[config.mk]
export PLATFORM = sky130hd
export DESIGN_NAME = ex_muldiv_unit
export DESIGN_NICKNAME = d
export VERILOG_FILES = /design/src/rtl/ex_muldiv_pkg.sv /design/src/rtl/ex_muldiv_unit.sv
export SDC_FILE = /design/constraint.sdc
export NUM_CORES = 1
export LEC_CHECK = 0
export ABC_AREA = 1
export ABC_CLOCK_PERIOD_IN_PS = 6800
export CELL_PAD_IN_SITES_DETAIL_PLACEMENT = 0
export CELL_PAD_IN_SITES_GLOBAL_PLACEMENT = 1
export CORE_MARGIN = 5
export CORE_UTILIZATION = 49
export CTS_CLUSTER_DIAMETER = 150
export DETAILED_ROUTE_END_ITERATION = 16
export DONT_BUFFER_PORTS = 1
export PLACE_DENSITY_LB_ADDON = 0.05
export SLEW_MARGIN = 20
export SYNTH_ARGS = -nofsm -noshare
export SYNTH_HDL_FRONTEND = slang
export SYNTH_SLANG_ARGS = --single-unit
[constraint.sdc]
create_clock -name clk -period 6.8 [get_ports clk]
set_clock_uncertainty 0.1 [all_clocks]
set_input_delay 1.36 -clock clk [delete_from_list [all_inputs] [get_ports clk]]
set_output_delay 1.36 -clock clk [all_outputs]
set_load 0.005 [all_outputs]
[src/rtl/ex_muldiv_pkg.sv]
// rtl/ex_muldiv_pkg.sv - op encodings, FSM states and negate helper for ex_muldiv_unit
package ex_muldiv_pkg;

  localparam logic [1:0] MD_MULT  = 2'b00;
  localparam logic [1:0] MD_MULTU = 2'b01;
  localparam logic [1:0] MD_DIV   = 2'b10;
  localparam logic [1:0] MD_DIVU  = 2'b11;

  typedef enum logic [1:0] {
    S_IDLE,
    S_RUN,
    S_FIX,
    S_DONE
  } md_state_t;

  // Widest value the helper handles; callers zero-extend in and slice the low bits out.
  localparam int MD_MAX_W = 128;

  function automatic logic [MD_MAX_W-1:0] md_cond_neg(input logic [MD_MAX_W-1:0] v,
                                                      input logic neg);
    return neg ? (~v + MD_MAX_W'(1)) : v;
  endfunction

endpackage

[src/rtl/ex_muldiv_unit.sv]
// rtl/ex_muldiv_unit.sv - iterative MULT/MULTU/DIV/DIVU unit with pipeline stall request
module ex_muldiv_unit
  import ex_muldiv_pkg::*;
#(
  parameter int WIDTH = 32,
  localparam int CNT_W = $clog2(WIDTH + 1)
) (
  input  logic                 clk,
  input  logic                 resetn,
  input  logic                 start,
  input  logic [1:0]           op,
  input  logic [WIDTH-1:0]     opa,
  input  logic [WIDTH-1:0]     opb,
  input  logic                 annul,
  output logic                 busy,
  output logic                 stallreq,
  output logic                 done,
  output logic [2*WIDTH-1:0]   result
);

  localparam int XW = MD_MAX_W;

  md_state_t          state;
  logic               div_q;
  logic               neg_q;
  logic               neg_r;
  logic               b_zero;
  logic [CNT_W-1:0]   cnt;
  logic [WIDTH-1:0]   addend;
  logic [2*WIDTH-1:0] acc;
  logic [2*WIDTH-1:0] result_q;

  logic               sign_a;
  logic               sign_b;
  logic [WIDTH-1:0]   abs_a;
  logic [WIDTH-1:0]   abs_b;
  logic [WIDTH:0]     add_a;
  logic [WIDTH:0]     sum;
  logic               ge;
  logic [2*WIDTH-1:0] acc_next;
  logic [WIDTH-1:0]   quo_fix;
  logic [WIDTH-1:0]   rem_fix;
  logic [2*WIDTH-1:0] fix_val;

  always_comb begin
    sign_a = ~op[0] & opa[WIDTH-1];
    sign_b = ~op[0] & opb[WIDTH-1];
    abs_a  = WIDTH'(md_cond_neg(XW'(opa), sign_a));
    abs_b  = WIDTH'(md_cond_neg(XW'(opb), sign_b));
  end

  // One shared adder: multiply adds the multiplicand into hi, divide trial-subtracts the divisor.
  always_comb begin
    add_a = div_q ? {1'b0, acc[2*WIDTH-2:WIDTH-1]} : {1'b0, acc[2*WIDTH-1:WIDTH]};
    sum   = div_q ? (add_a - {1'b0, addend}) : (add_a + {1'b0, addend});
    // A set top bit of the shifted remainder already exceeds any WIDTH-bit divisor.
    ge    = acc[2*WIDTH-1] | ~sum[WIDTH];
    if (div_q) begin
      acc_next = {(ge ? sum[WIDTH-1:0] : acc[2*WIDTH-2:WIDTH-1]), acc[WIDTH-2:0], ge};
    end else if (acc[0]) begin
      acc_next = {sum, acc[WIDTH-1:1]};
    end else begin
      acc_next = {1'b0, acc[2*WIDTH-1:1]};
    end
  end

  always_comb begin
    quo_fix = WIDTH'(md_cond_neg(XW'(acc[WIDTH-1:0]), neg_q & ~b_zero));
    rem_fix = WIDTH'(md_cond_neg(XW'(acc[2*WIDTH-1:WIDTH]), neg_r));
    fix_val = div_q ? {rem_fix, quo_fix} : (2*WIDTH)'(md_cond_neg(XW'(acc), neg_q));
  end

  always_ff @(posedge clk or negedge resetn) begin
    if (!resetn) begin
      state    <= S_IDLE;
      div_q    <= 1'b0;
      neg_q    <= 1'b0;
      neg_r    <= 1'b0;
      b_zero   <= 1'b0;
      cnt      <= '0;
      addend   <= '0;
      acc      <= '0;
      result_q <= '0;
    end else if (annul) begin
      state <= S_IDLE;
    end else begin
      case (state)
        S_IDLE: begin
          if (start) begin
            state  <= S_RUN;
            div_q  <= op[1];
            neg_q  <= sign_a ^ sign_b;
            neg_r  <= sign_a;
            b_zero <= op[1] & (opb == '0);
            cnt    <= '0;
            addend <= op[1] ? abs_b : abs_a;
            acc    <= {{WIDTH{1'b0}}, (op[1] ? abs_a : abs_b)};
          end
        end
        S_RUN: begin
          acc <= acc_next;
          cnt <= cnt + CNT_W'(1);
          if (cnt == CNT_W'(WIDTH - 1)) state <= S_FIX;
        end
        S_FIX: begin
          result_q <= fix_val;
          state    <= S_DONE;
        end
        default: state <= S_IDLE;
      endcase
    end
  end

  assign busy     = (state != S_IDLE);
  assign done     = (state == S_DONE);
  assign stallreq = (start & (state == S_IDLE) & ~annul) | (state == S_RUN) | (state == S_FIX);
  assign result   = result_q;

endmodule

==> flow_metrics.tcl, run 1 <==
set metrics [dict create \
    synth_top_area_share_pct 24.1 \
    syn_to_final_growth_pct 4.36 \
    dp_hpwl_um 55300 \
    min_path_cells 2 \
    htreeDepth 4 \
    vias 20000 \
    cts.sinks 172 \
    r2r-start "div_q$_DFFE_PN0P_" \
    setup_slack_ns 2.04 \
    core_area_mm2 0.0357 \
    die_w_um 201 \
    initial_utilization_pct 49.9 \
    cts_tree "done" \
    root_buffer "clkbuf_16" \
    grt_max_degree 173 \
    top_layer "met4" \
    setup_viol_count_final 0 \
    fin_setup_tns_ns 0 \
    cts_hold_buf 0 \
    synth_cells 3103 \
    clk_latency_ns 0.46 \
    max_freq_ghz 0.210 \
    start_kind "flip-flop" \
    worstReg2RegEnd "acc[48]$_DFFE_PN0P_" \
    syn_area_mm2 0.0178 \
    cap_violations 0 \
    rows 69 \
    cp.depth 20 \
    antenna_found_initial 0 \
    cts.clk_slew.worst_paths_ns 0.07 \
    yosys_warnings 0 \
    overflow 0 \
    final_common_cell "nand2_1" \
    io_pins 137 \
    final_antenna_net_count 0 \
    grt_setup_unrepaired "no" \
    synth-seq-cells 172 \
    required_ns 7.05 \
    finalCriticalPeriod_ns 4.76 \
    place.port_buffers 0 \
    arrival_ns 5.01 \
    drive_above_1_share_pct 3.81 \
    critPathCaptureType "flip-flop" \
    nNetsFinal 3119 \
    powerDensity_mw_per_mm2 627 \
    antenna_cells 0 \
    fillers 3906 \
    wl_met3_um 5270 \
    synthArstFlopShare_pct 100 \
    peakVddDrop_uv 316 \
    grt_pass1_wl_um 109000 \
    cts_setup_buffers 0 \
    slew_headroom_pct 35.5 \
    placed_area_mm2 0.0180 \
    rr_worst_depth 20 \
    first_pass_iters 8 \
    path_cells "inv_4 -> buf_4 -> nor2_1 -> a21oi_1 -> inv_1 -> fa_1 -> inv_1 -> nand2_1 -> nand2_1 -> nand3_1 -> nand2_1 -> nand2_1 -> nand2_2 -> nand2_2 -> nand3_2 -> nand3_2 -> nand2_1 -> nand2_1 -> nand2_1 -> nand2_1" \
    drv_slew 0 \
    place_ws_ns 2.23 \
    die_area_mm2 0.0403 \
    cts_buffers 17 \
    grt_pass1_vias 18900 \
    hp-start "result[52]$_DFFE_PN0P_" \
    p_leak_uw 0.00957 \
    hold_class "flip-flop to flip-flop" \
    grt_use_total_pct 34.2 \
    whs_ns 0.410 \
    crit_fanout 49 \
    fin_crit_sh_pct 70.0 \
    drt_iter0_drc 2040 \
    wl_met2_um 33400 \
    hold_viol 0 \
    rrSetupSlack_ns 2.04 \
    crit_buf_inv 4 \
    globalplace.congestion 0.981 \
    cpMaxStageDelayCell "dfrtp_4" \
    postSynthAreaPerCell_um2 5.75 \
    synth_cell_types 51 \
    cts-resized-gates 0 \
    crit_type "flip-flop to flip-flop" \
    synthFlopType "dfrtp_1" \
    clock_path_buffers 2 \
    wl_um 71400 \
    routedWlPerCell_um 20.5 \
    path_delay_family "simple AND/OR/NAND/NOR gates" \
    hold-path-endpoint "result[52]$_DFFE_PN0P_" \
    design_area_mm2 0.0186 \
    synth_area_leaders "dfrtp_1, nand2_1, inv_1" \
    ys_seq_area_share_pct 24.1 \
    wl_met1_um 29200 \
    status "complete, no violations" \
    tightest_slew_ns 0.967 \
    drc 0 \
    cpMostUsedCell "nand2_1" \
    worstSetupStartpoint "div_q$_DFFE_PN0P_" \
    synth-edff-count 0 \
    avgViaCountPerCell 5.76 \
    die_h_um 201 \
    power_uw 11700 \
    final_cell_mix "nand2_1, inv_1, nor2_1, nand3_1, dfrtp_1" \
    slowest_delay_ns 0.73 \
    yosys.area.top_type "dfrtp_1" \
    syn-num-nets 3216 \
]
[report_power, final]
part	total, uW	internal [uW]	switching (uW)
sequential	2190	1470	717
clock	997	528	468
combinational	8480	2580	5900
total	11700	4580	7080
[logic make-up (layout without fill, tap and decap cells)]
kind of cell               count (synthesis)  after routing  share of synthesized area (%)
AOI/OAI and AO/OA                        474            474                           15.3
xor gates and xnor gates                 114            114                           5.60
adders and majority gates                 43             43                           3.06
buffers and inverters                    533            449                           11.5
DFF                                      172            172                           24.1
and+or+nand+nor                         1767           1767                           40.5
[metal layers]
layer | vias to the layer above | track usage, %
li1 | 9681 | -
met1 | 9265 | 44.2
met2 | 925 | 57.0
met3 | 164 | 4.70
met4 | 0 | 15.4
met5 | - | 0
[per-stage QoR]
step / std cells / util (%)
after floorplan: 3103 / -
after global placement: 3448 / 50.5
after detailed placement: 3448 / 50.5
after CTS: 3480 / 52.1
after global routing: 3480 / 52.1
final: 3480 / 52.1
[registers in the layout (all words and copies together) (netlist names)]
signal	flops
acc	64
result	64
addend	32
cnt	6
state	2
b_zero	1
div_q	1
neg_q	1
neg_r	1
[worst max-delay path by stage]
stage | end | slack [ns]
floorplan | stallreq | 3.09
global placement | acc[62]$_DFFE_PN0P_ | 2.36
detailed placement | acc[60]$_DFFE_PN0P_ | 2.23
CTS | acc[60]$_DFFE_PN0P_ | 2.20
global route | acc[57]$_DFFE_PN0P_ | 1.83
finish | acc[48]$_DFFE_PN0P_ | 2.04
[layout make-up]
type                            count  area (um^2)  area share (%)
Sequential cell                   172         4310            23.2
Clock buffer                       20          457            2.45
Clock inverter                     12          113           0.605
Inverter                          394         1480            7.97
Timing Repair Buffer               23          173           0.928
Tap cell                          461          577            3.10
Multi-Input combinational cell   2398        11500            61.8
[worst min-delay path, delay by kind of cell (launching register included)]
family,cells,cell delay (ns)
DFF,1,0.37
and+or+nand+nor,2,0.11
[Yosys cell counts (23+ instances only)]
| cell type | count |
|---|---|
| nor3_1 | 30 |
| a21oi_1 | 160 |
| o22ai_1 | 26 |
| clkbuf_1 | 99 |
| ha_1 | 42 |
| inv_1 | 364 |
| inv_2 | 24 |
| o21ai_0 | 131 |
| xor2_1 | 103 |
| nand4_1 | 23 |
| nand2_1 | 1090 |
| a31oi_1 | 33 |
| dfrtp_1 | 172 |
| nand3_1 | 221 |
| o211ai_1 | 41 |
| nor2_1 | 338 |
| o21ai_1 | 28 |
No activity file was read; power rests on OpenSTA's default activity.
==> run 2: changes to the inputs <==
- ABC_CLOCK_PERIOD_IN_PS: 6800 -> 3900
- CORE_UTILIZATION: 49 -> 41
- clock period: 6.8 -> 3.9 ns (I/O delays scaled with it)
==> run 2 against run 1 <==
Net effect: fmax increased by 26%; clock-buffer cell count fell by 3; critical endpoint is now acc[47]$_DFFE_PN0P_; global-route usage fell by 3.0 points; largest cell class unchanged; die area increased by 19%; non-clock buffer count increased by 54; utilization is 6.9 points lower; clock power increased by 85%; via count up 0.69%; final cell count increased by 5.1%; register-to-register slack lost 1.9 ns; the flow now finishes with violations (negative hold slack); highest routed layer unchanged.
==> flow_metrics.tcl, run 2 (synthesized netlist as in run 1, its figures left out) <==
set metrics [dict create \
    drive_above_1_share_pct 6.54 \
    fin_crit_sh_pct 96.6 \
    avgViaCountPerCell 5.51 \
    power.switching_uw 13000 \
    htreeDepth 4 \
    arrival_ns 4.08 \
    core_area_mm2 0.0431 \
    fin_cells 3659 \
    antenna_found_initial 0 \
    status "finished, violations left" \
    grt_pass1_wl_um 114000 \
    crit_fanout 7 \
    max_freq_ghz 0.265 \
    final_common_cell "nand2_1" \
    critPathCaptureType "flip-flop" \
    p_int_uw 8750 \
    drt_iter0_drc 1899 \
    cpMaxStageDelayCell "dfrtp_1" \
    hold_class "input port to async pin" \
    placedCellCount 3613 \
    wl_um 76800 \
    finalCriticalPeriod_ns 3.77 \
    comb_power_share_pct 74.6 \
    swShare_pct 59.8 \
    cts.sinks 172 \
    nNetsFinal 3174 \
    start_kind "flip-flop" \
    cpMostUsedCell "nand2_1" \
    final_antenna_net_count 0 \
    io_pins 137 \
    dp_hpwl_um 59600 \
    grt_use_total_pct 31.1 \
    tightest_slew_ns 0.785 \
    routedWlPerCell_um 21.0 \
    syn_to_final_growth_pct 9.13 \
    drc 0 \
    root_buffer "clkbuf_16" \
    hold_viol 172 \
    grt_pass1_vias 19000 \
    first_pass_iters 6 \
    required_ns 4.21 \
    post-route-util_pct 45.2 \
    p_leak_uw 0.00994 \
    final_cell_mix "nand2_1, inv_1, nor2_1, nand3_1, dfrtp_1" \
    peakVddDrop_uv 496 \
    p_clk_share_pct 8.4 \
    powerDensity_mw_per_mm2 1120 \
    place.port_buffers 0 \
    rows 76 \
    cts.clk_slew.worst_paths_ns 0.08 \
    path_delay_family "simple AND/OR/NAND/NOR gates" \
    die_area_mm2 0.0478 \
    violations "negative hold slack" \
    drv_slew 0 \
    crit_type "flip-flop to flip-flop" \
    clock_path_buffers 2 \
    power_uw 21700 \
    cap_violations 0 \
    seqPwrFrac_pct 17.0 \
    globalplace.congestion 0.972 \
    slowest_delay_ns 0.41 \
    grt_max_degree 173 \
    overflow 0 \
    cts_tree "done" \
    crit_buf_inv 3 \
    vias 20200 \
    cts_buffers 17 \
    path_cells "nor2_2 -> nand4_1 -> nor2_2 -> buf_4 -> nand4_1 -> o31a_1 -> xor2_2 -> inv_2 -> ha_2 -> nand2_2 -> nor2_4 -> and2_1 -> nand2_1 -> nand2_2 -> nand2_4 -> nand2_2 -> nand2_2 -> nand3_4 -> clkbuf_16 -> nand2_1 -> nand2_1 -> nand2_1 -> nand2_1" \
    whs_ns -0.0866 \
    die_h_um 219 \
    die_w_um 219 \
    initial_utilization_pct 41.4 \
    setup_viol_count_final 0 \
    antenna_cells 0 \
    slew_headroom_pct 47.4 \
    clk_latency_ns 0.48 \
]
[run 2: cell count changes in the layout (fill, tap and decap cells not counted), moves of 3 or more]
cell     delta
a21oi_1     -3
a21oi_2     +3
buf_12      +4
buf_4      +47
inv_8       +4
nand2_1     -6
nand2_2     +5
nand3_4     +3
nor2_1      -9
nor2_2      +5
nor2_4      +4
[run 2: final timing paths]
check / start / end / slack (ns) / depth (start not counted)
max in group asynchronous: resetn / div_q$_DFFE_PN0P_ / 3.45 / 0
max reg2reg: addend[3]$_DFFE_PN0P_ / acc[47]$_DFFE_PN0P_ / 0.13 / 23
min reg2reg: result[40]$_DFFE_PN0P_ / result[40]$_DFFE_PN0P_ / 0.41 / 2
min in group clk: annul / state[0]$_DFFE_PN0P_ / 0.26 / 1
min: resetn / acc[50]$_DFFE_PN0P_ / -0.09 / 0
max: addend[3]$_DFFE_PN0P_ / acc[47]$_DFFE_PN0P_ / 0.13 / 23
[run 2: cell type report]
| cell class | instances | area, um^2 |
|---|---|---|
| clock inverter | 15 | 174 |
| inverter | 394 | 1480 |
| sequential | 172 | 4310 |
| fill | 4797 | 23600 |
| tap | 585 | 732 |
| clock buffer | 17 | 425 |
| timing repair buffer | 77 | 667 |
| multi-input combinational | 2399 | 11700 |
[run 2: power groups by stage]
stage                     sequential (uW)  combinational, uW  clock, uW
after global placement               3690              15100          0
after global routing                 3780              17900       1920
final                                3690              16200       1840
after CTS                            3670              15200       1860
after detailed placement             3700              15100          0
after floorplan                      3150              10900          0
[run 2: through the flow]
| stage | hold slack, ns | worst slack, ns | instance area (um^2) | TNS, ns |
|---|---|---|---|---|
| after detailed placement | 0.398 | 0.102 | 18600 | 0 |
| final | -0.0866 | 0.132 | 19500 | 0 |
| after global routing | -0.0961 | -0.0408 | 19500 | -0.615 |
| after floorplan | 0.372 | 0.419 | 17800 | 0 |
| after CTS | -0.101 | 0.0542 | 19200 | 0 |
| after global placement | 0.398 | 0.141 | 18600 | 0 |
[run 2: layer usage]
metal | up-vias | track usage, % | share of wire [%]
met3 | 140 | 5.03 | 6.2
met2 | 736 | 52.9 | 48
met5 | - | 0 | 0
li1 | 9791 | - | -
met4 | 0 | 11.3 | 3.8
met1 | 9507 | 40.0 | 42
[run 2: timing repair]
| action | CTS | global route |
|---|---|---|
| setup buffers | 0 | 10 |
| hold endpoints to repair | 172 | 172 |
| setup endpoints to repair | 0 | 33 |
| resized for setup | 0 | 42 |
